$ cat src/rtl/sevenseg_rx_decoder.sv
// rtl/sevenseg_rx_decoder.sv - glitch-filtered decoder for a multiplexed active-low 7-segment bus
// Optional: define HEX_DECODE_EN to accept the A..F glyphs as legal values 10..15.
module sevenseg_rx_decoder #(
  parameter int NUM_DIGITS = 6,
  parameter int STABLE_CNT = 3
) (
  input  logic                    clock,
  input  logic                    reset,
  input  logic                    sample_en,
  input  logic [6:0]              seg_in,
  input  logic [NUM_DIGITS-1:0]   dig_sel,
  output logic [4*NUM_DIGITS-1:0] digits,
  output logic [NUM_DIGITS-1:0]   dvalid,
  output logic                    update,
  output logic                    bad_pattern,
  output logic                    sel_err
);

  localparam int CW = $clog2(STABLE_CNT + 1);
  localparam logic [CW-1:0] CNT_MAX = CW'(STABLE_CNT);
  localparam logic [CW-1:0] CNT_ONE = CW'(1);
  localparam logic [6:0]    BLANK   = 7'h7F;

  logic [6:0]              cand      [NUM_DIGITS];
  logic [CW-1:0]           cnt       [NUM_DIGITS];
  logic [NUM_DIGITS-1:0]   committed;

  logic [6:0]              cand_n    [NUM_DIGITS];
  logic [CW-1:0]           cnt_n     [NUM_DIGITS];
  logic [NUM_DIGITS-1:0]   comm_n;
  logic [4*NUM_DIGITS-1:0] digits_n;
  logic [NUM_DIGITS-1:0]   dvalid_n;
  logic                    update_n;
  logic                    bad_n;
  logic                    sel_err_n;
  logic                    onehot;
  logic                    commit;
  logic [4:0]              dec;

  // Returns {legal, value}; blank and illegal patterns both return legal=0.
  function automatic logic [4:0] decode(input logic [6:0] p);
    logic [4:0] r;
    case (p)
      7'b1000000: r = {1'b1, 4'h0};
      7'b1111001: r = {1'b1, 4'h1};
      7'b0100100: r = {1'b1, 4'h2};
      7'b0110000: r = {1'b1, 4'h3};
      7'b0011001: r = {1'b1, 4'h4};
      7'b0010010: r = {1'b1, 4'h5};
      7'b0000010: r = {1'b1, 4'h6};
      7'b1111000: r = {1'b1, 4'h7};
      7'b0000000: r = {1'b1, 4'h8};
      7'b0010000: r = {1'b1, 4'h9};
`ifdef HEX_DECODE_EN
      7'b0001000: r = {1'b1, 4'hA};
      7'b0000011: r = {1'b1, 4'hB};
      7'b1000110: r = {1'b1, 4'hC};
      7'b0100001: r = {1'b1, 4'hD};
      7'b0000110: r = {1'b1, 4'hE};
      7'b0001110: r = {1'b1, 4'hF};
`endif
      default:    r = 5'd0;
    endcase
    return r;
  endfunction

  assign onehot = $onehot(dig_sel);

  always_comb begin
    cand_n    = cand;
    cnt_n     = cnt;
    comm_n    = committed;
    digits_n  = digits;
    dvalid_n  = dvalid;
    bad_n     = 1'b0;
    sel_err_n = sample_en && !onehot;
    commit    = 1'b0;
    dec       = 5'd0;
    for (int i = 0; i < NUM_DIGITS; i++) begin
      if (sample_en && onehot && dig_sel[i]) begin
        if (seg_in != cand[i]) begin
          cand_n[i] = seg_in;
          cnt_n[i]  = CNT_ONE;
          comm_n[i] = 1'b0;
          commit    = (CNT_ONE == CNT_MAX);
        end else begin
          if (cnt[i] < CNT_MAX) cnt_n[i] = cnt[i] + CNT_ONE;
          commit = (cnt_n[i] == CNT_MAX) && !committed[i];
        end
        // committed blocks a re-commit until the pattern changes again
        if (commit) begin
          comm_n[i] = 1'b1;
          dec       = decode(seg_in);
          if (dec[4]) begin
            digits_n[4*i +: 4] = dec[3:0];
            dvalid_n[i]        = 1'b1;
          end else begin
            dvalid_n[i] = 1'b0;
            bad_n       = (seg_in != BLANK);
          end
        end
      end
    end
    update_n = (digits_n != digits) || (dvalid_n != dvalid);
  end

  always_ff @(posedge clock) begin
    if (reset) begin
      for (int i = 0; i < NUM_DIGITS; i++) begin
        cand[i] <= BLANK;
        cnt[i]  <= '0;
      end
      committed   <= '0;
      digits      <= '0;
      dvalid      <= '0;
      update      <= 1'b0;
      bad_pattern <= 1'b0;
      sel_err     <= 1'b0;
    end else begin
      cand        <= cand_n;
      cnt         <= cnt_n;
      committed   <= comm_n;
      digits      <= digits_n;
      dvalid      <= dvalid_n;
      update      <= update_n;
      bad_pattern <= bad_n;
      sel_err     <= sel_err_n;
    end
  end

endmodule

$ cat config.mk
export PLATFORM = sky130hd
export DESIGN_NAME = sevenseg_rx_decoder
export DESIGN_NICKNAME = d
export VERILOG_FILES = /design/src/rtl/sevenseg_rx_decoder.sv
export SDC_FILE = /design/constraint.sdc
export NUM_CORES = 1
export LEC_CHECK = 0
export BUFFER_PORTS_ARGS = -buffer_cell sky130_fd_sc_hd__buf_2
export CELL_PAD_IN_SITES_DETAIL_PLACEMENT = 0
export CELL_PAD_IN_SITES_GLOBAL_PLACEMENT = 1
export CORE_UTILIZATION = 35
export DETAILED_ROUTE_END_ITERATION = 12
export PLACE_DENSITY_LB_ADDON = 0.1
export RECOVER_POWER = 25
export SYNTH_ARGS = -nofsm -noshare
export SYNTH_HDL_FRONTEND = slang
export SYNTH_SLANG_ARGS = --single-unit
$ cat constraint.sdc
create_clock -name clock -period 13.4 [get_ports clock]
set_input_delay 2.01 -clock clock [delete_from_list [all_inputs] [get_ports clock]]
set_output_delay 2.01 -clock clock [all_outputs]
set_load 0.1 [all_outputs]
==> run summary <==
The average instance area after synthesis was 8.852 um^2. The layer carrying the most global-route usage was met2. Hold repair after CTS inserted 0 buffers. The tools report the clock sink count as 93. The async set-or-reset flop fraction in the synthesized netlist was 0; the maximum level of the CTS H-tree was 3. The number of flops mapped to enable cells by yosys was 0; the number of max-cap violations was 0. Clock latency on the worst-skew pair, taken at its later pin, is 0.35 ns.

The maximum root-to-sink buffer count was 2; the maximum vdd ir drop was 51.51 uV. The run gives 0 as the count of nets left with antenna violations after detail routing. Following the worst setup path forward leads to its endpoint at update. The logs give 0.3374 for the met2 routing resource usage after global routing and 13,880 um^2 for the core region area.

The number of DRC markers after the initial detailed-route iteration is 317. Derived from the worst setup path, the maximum achievable clock frequency is 0.1540 GHz. The run finished with clean final reports. In this run the worst path has a maximum fanout of 46.

Ranked by total cell area, the synthesized netlist is headed by dfxtp_1 37%, xnor2_1 7.7%, a211o_1 7.4%, and3_1 5.3%, a21oi_1 2.9%. Flip-flop cell with the highest count after synthesis: dfxtp_1. The clock arrives with 0.006278 ns of skew. In this run the post-CTS setup repair buffer count came out at 0. Synthesis produced a netlist with a net count of 584. The share of the clock period used by the worst path is 0.4846.

For this design the ratio of total power to cell area is 116.5 nW/um^2. The effective utilization at floorplan was 0.3597. The final HPWL from detailed placement is 9569 um, and the required time reported for the critical path endpoint is 13.67 ns. The clock-pin transition on the worst setup and hold timing paths is 0.07 ns. The type of the worst setup path was in2reg. The global routing met3 resource utilization was 0.03524. The row count is 43, and the maximum number of pins on one net before global-route repair is 89.

For this run, the post-layout net count is 600. The worst setup path is captured at a flip-flop. TritonCTS built the clock tree. After filler insertion, the fill cell instance count of the layout stands at 1,452. The cell taking the most area after synthesis was dfxtp_1. The remaining global-route overflow was 0; the number of antenna violations at the first check in global routing was 0. The DRC violation count after routing came out at 0. From synthesis to final layout, the design area changed by 10.23%.

At the pin with the least slew margin, the transition time is 1.173 ns. The first TritonRoute pass finished after 5 iterations. The share of cells above drive strength 1 is 0.1077.

The number of gates resized after CTS was 0. The tools report the vias after detailed routing as 4,361. The category of the worst setup path launch point was an input port. Number of top-level pins: 49.

For the total detailed-routing wirelength, the log shows 14,460 um. The number of buffer cells added on primary ports works out to 48. Measured in cells, the most critical reg-to-reg path has a length of 7.

The endpoint of the lowest-slack register-to-register path is update. The final hold violation count is 0, and the final-report setup violation count is 0. Routability-driven placement finished with a final weighted congestion of 0.8345.

For the number of global-route vias before repair, the log shows 4,091. The vertical die dimension was 121.4 um; the relative slew slack was 0.2215. The via density per instance was 5.701. The antenna cell count was 0; the static leakage power was 1.873 nW. The number of buffers created by CTS was 9. In the final routed layout, each cell accounts on average for 18.90 um. The tools report the post-synthesis cell area as 4992 um^2.

Setup repair after global routing left no endpoint under its margin. The accumulated negative setup slack is 0 ns, and the number of library cell types mapped by synthesis is 64. Setup slack of the most critical reg-to-reg path: 11.09 ns.

The logs give 0.3729 for the post-synthesis sequential area ratio and 0 for the Yosys warning count. The tools report the global-route total usage across every layer as 0.2085. The die covers 14,750 um^2. Number of instances in the synthesized netlist: 564.

Met1 track utilization from global routing: 0.2705. The worst register-to-register path begins at cand[7]. The root buffer selected by CTS was clkbuf_16.

Kind of path behind the tightest hold check: reg2reg. The tools report the final hold slack as 0.4759 ns. From left edge to right edge, the die measures 121.4 um. The area fraction of the dominant cell type after synthesis was 0.3729; the final critical delay including setup and external delays was 6.494 ns. Counting flops and latches in the post-synthesis netlist gives 93. Number of max-slew violations in the final report: 0. The signal arrival time at the worst endpoint was 6.76 ns; the wire length of the first global-routing pass was 23,140 um. The critical path starts at dig_sel[1].
==> synth_stat cells, types with 3 or more instances <==
cell type and n:
a2111oi_2 3, a211o_1 42, a211oi_1 5, a21boi_0 10, a21oi_1 29, a222oi_1 3
a22oi_1 15, a2bb2oi_1 3, a31oi_1 8, and2_1 4, and3_1 42, buf_2 11
buf_4 3, buf_6 4, clkbuf_1 28, dfxtp_1 93, fa_1 3, inv_1 23
nand2_1 34, nand2b_1 4, nand3_1 25, nand4_1 8, nand4b_1 3, nor2_1 28
nor2b_1 3, nor3_1 18, nor3_2 4, nor3b_1 3, nor4_1 6, nor4_4 3
o21ai_0 5, o221ai_1 3, o2bb2ai_1 3, or2_2 6, xnor2_1 44
==> sequential cells by signal, summed over array words and instances, names as in the netlist <==
signal,cells
bad_pattern,1
cand,42
cnt,12
committed,6
digits,24
dvalid,6
sel_err,1
update,1
==> cells in the final DEF (no fill, tap or decap), types with 3 or more instances in the layout <==
master and n:
a2111oi_2 3, a211o_1 42, a211oi_1 5, a21boi_0 10
a21oi_1 29, a222oi_1 3, a22oi_1 15, a2bb2oi_1 3
a31oi_1 8, and2_1 4, and3_1 42, buf_2 17
buf_4 4, clkbuf_1 34, clkbuf_16 9, dfxtp_1 93
fa_1 3, inv_1 23, nand2_1 34, nand2b_1 4
nand3_1 25, nand4_1 8, nand4b_1 3, nor2_1 28
nor2b_1 3, nor3_1 18, nor3_2 4, nor3b_1 3
nor4_1 5, nor4_4 3, o21ai_0 5, o221ai_1 3
o2bb2ai_1 3, or2_2 6, xnor2_1 44
==> metal layers <==
layer	share of wire	routed length, um
met5	0	0
met3	0.035	502
met1	0.46	6717
met2	0.48	6986
met4	0.017	252
==> worst max-delay path, cell delays in order <==
cell and delay, ns:
buf_2 0.21, inv_1 0.10, fa_1 0.49, fa_1 0.50
inv_1 0.05, ha_1 0.18, fa_1 0.46, and4bb_2 0.64
buf_4 0.47, nand3_1 0.20, nor4_2 0.73, nand2_1 0.12
a211oi_1 0.32, a2111oi_2 0.07, a41oi_1 0.20
==> power by group <==
group | internal [mW] | switching [mW]
registers | 0.288 | 0.00731
logic | 0.0327 | 0.0525
clock network | 0.150 | 0.110
==> how the worst min path moves through the flow <==
stage,start,end,slack (ns),depth (start not counted)
after global placement,cnt[5],cnt[5],0.46,2
after floorplan,committed[4],committed[4],0.45,2
final,cnt[3],cnt[3],0.48,2
after CTS,cnt[3],cnt[3],0.48,2
after global routing,cnt[3],cnt[3],0.50,2
after detailed placement,cnt[3],cnt[3],0.47,2
==> cell type report <==
type	instances	area (um^2)	share of cell area
sequential	93	1862	0.3383
inverter	23	86.33	0.01569
tap	180	225.2	0.04093
multi-input combinational	401	2803	0.5093
clock buffer	13	250.2	0.04548
timing repair buffer	52	231.5	0.04206
clock inverter	3	45.04	0.008186
==> logic make-up after synthesis <==
logic type      Yosys count  synth area share
flops                    93            0.3729
xor+xnor                 44           0.07719
compound gates          144            0.2241
simple gates            208            0.2421
fa+ha+maj                 4           0.01454
buf+inv                  70           0.06692
mux                       1          0.002255
==> through the flow <==
stage	instances	power [mW]	area, um^2	setup slack, ns	utilization
2_1_floorplan	564	0.3701	4992	7.734	-
3_3_place_gp	749	0.3859	5246	6.730	0.3780
3_5_place_dp	749	0.3875	5246	6.553	0.3780
4_1_cts	765	0.6503	5542	6.933	0.3992
5_1_grt	765	0.6732	5503	6.464	0.3964
6_report	765	0.6411	5503	6.906	0.3964
No activity file was read; power rests on OpenSTA's default activity.
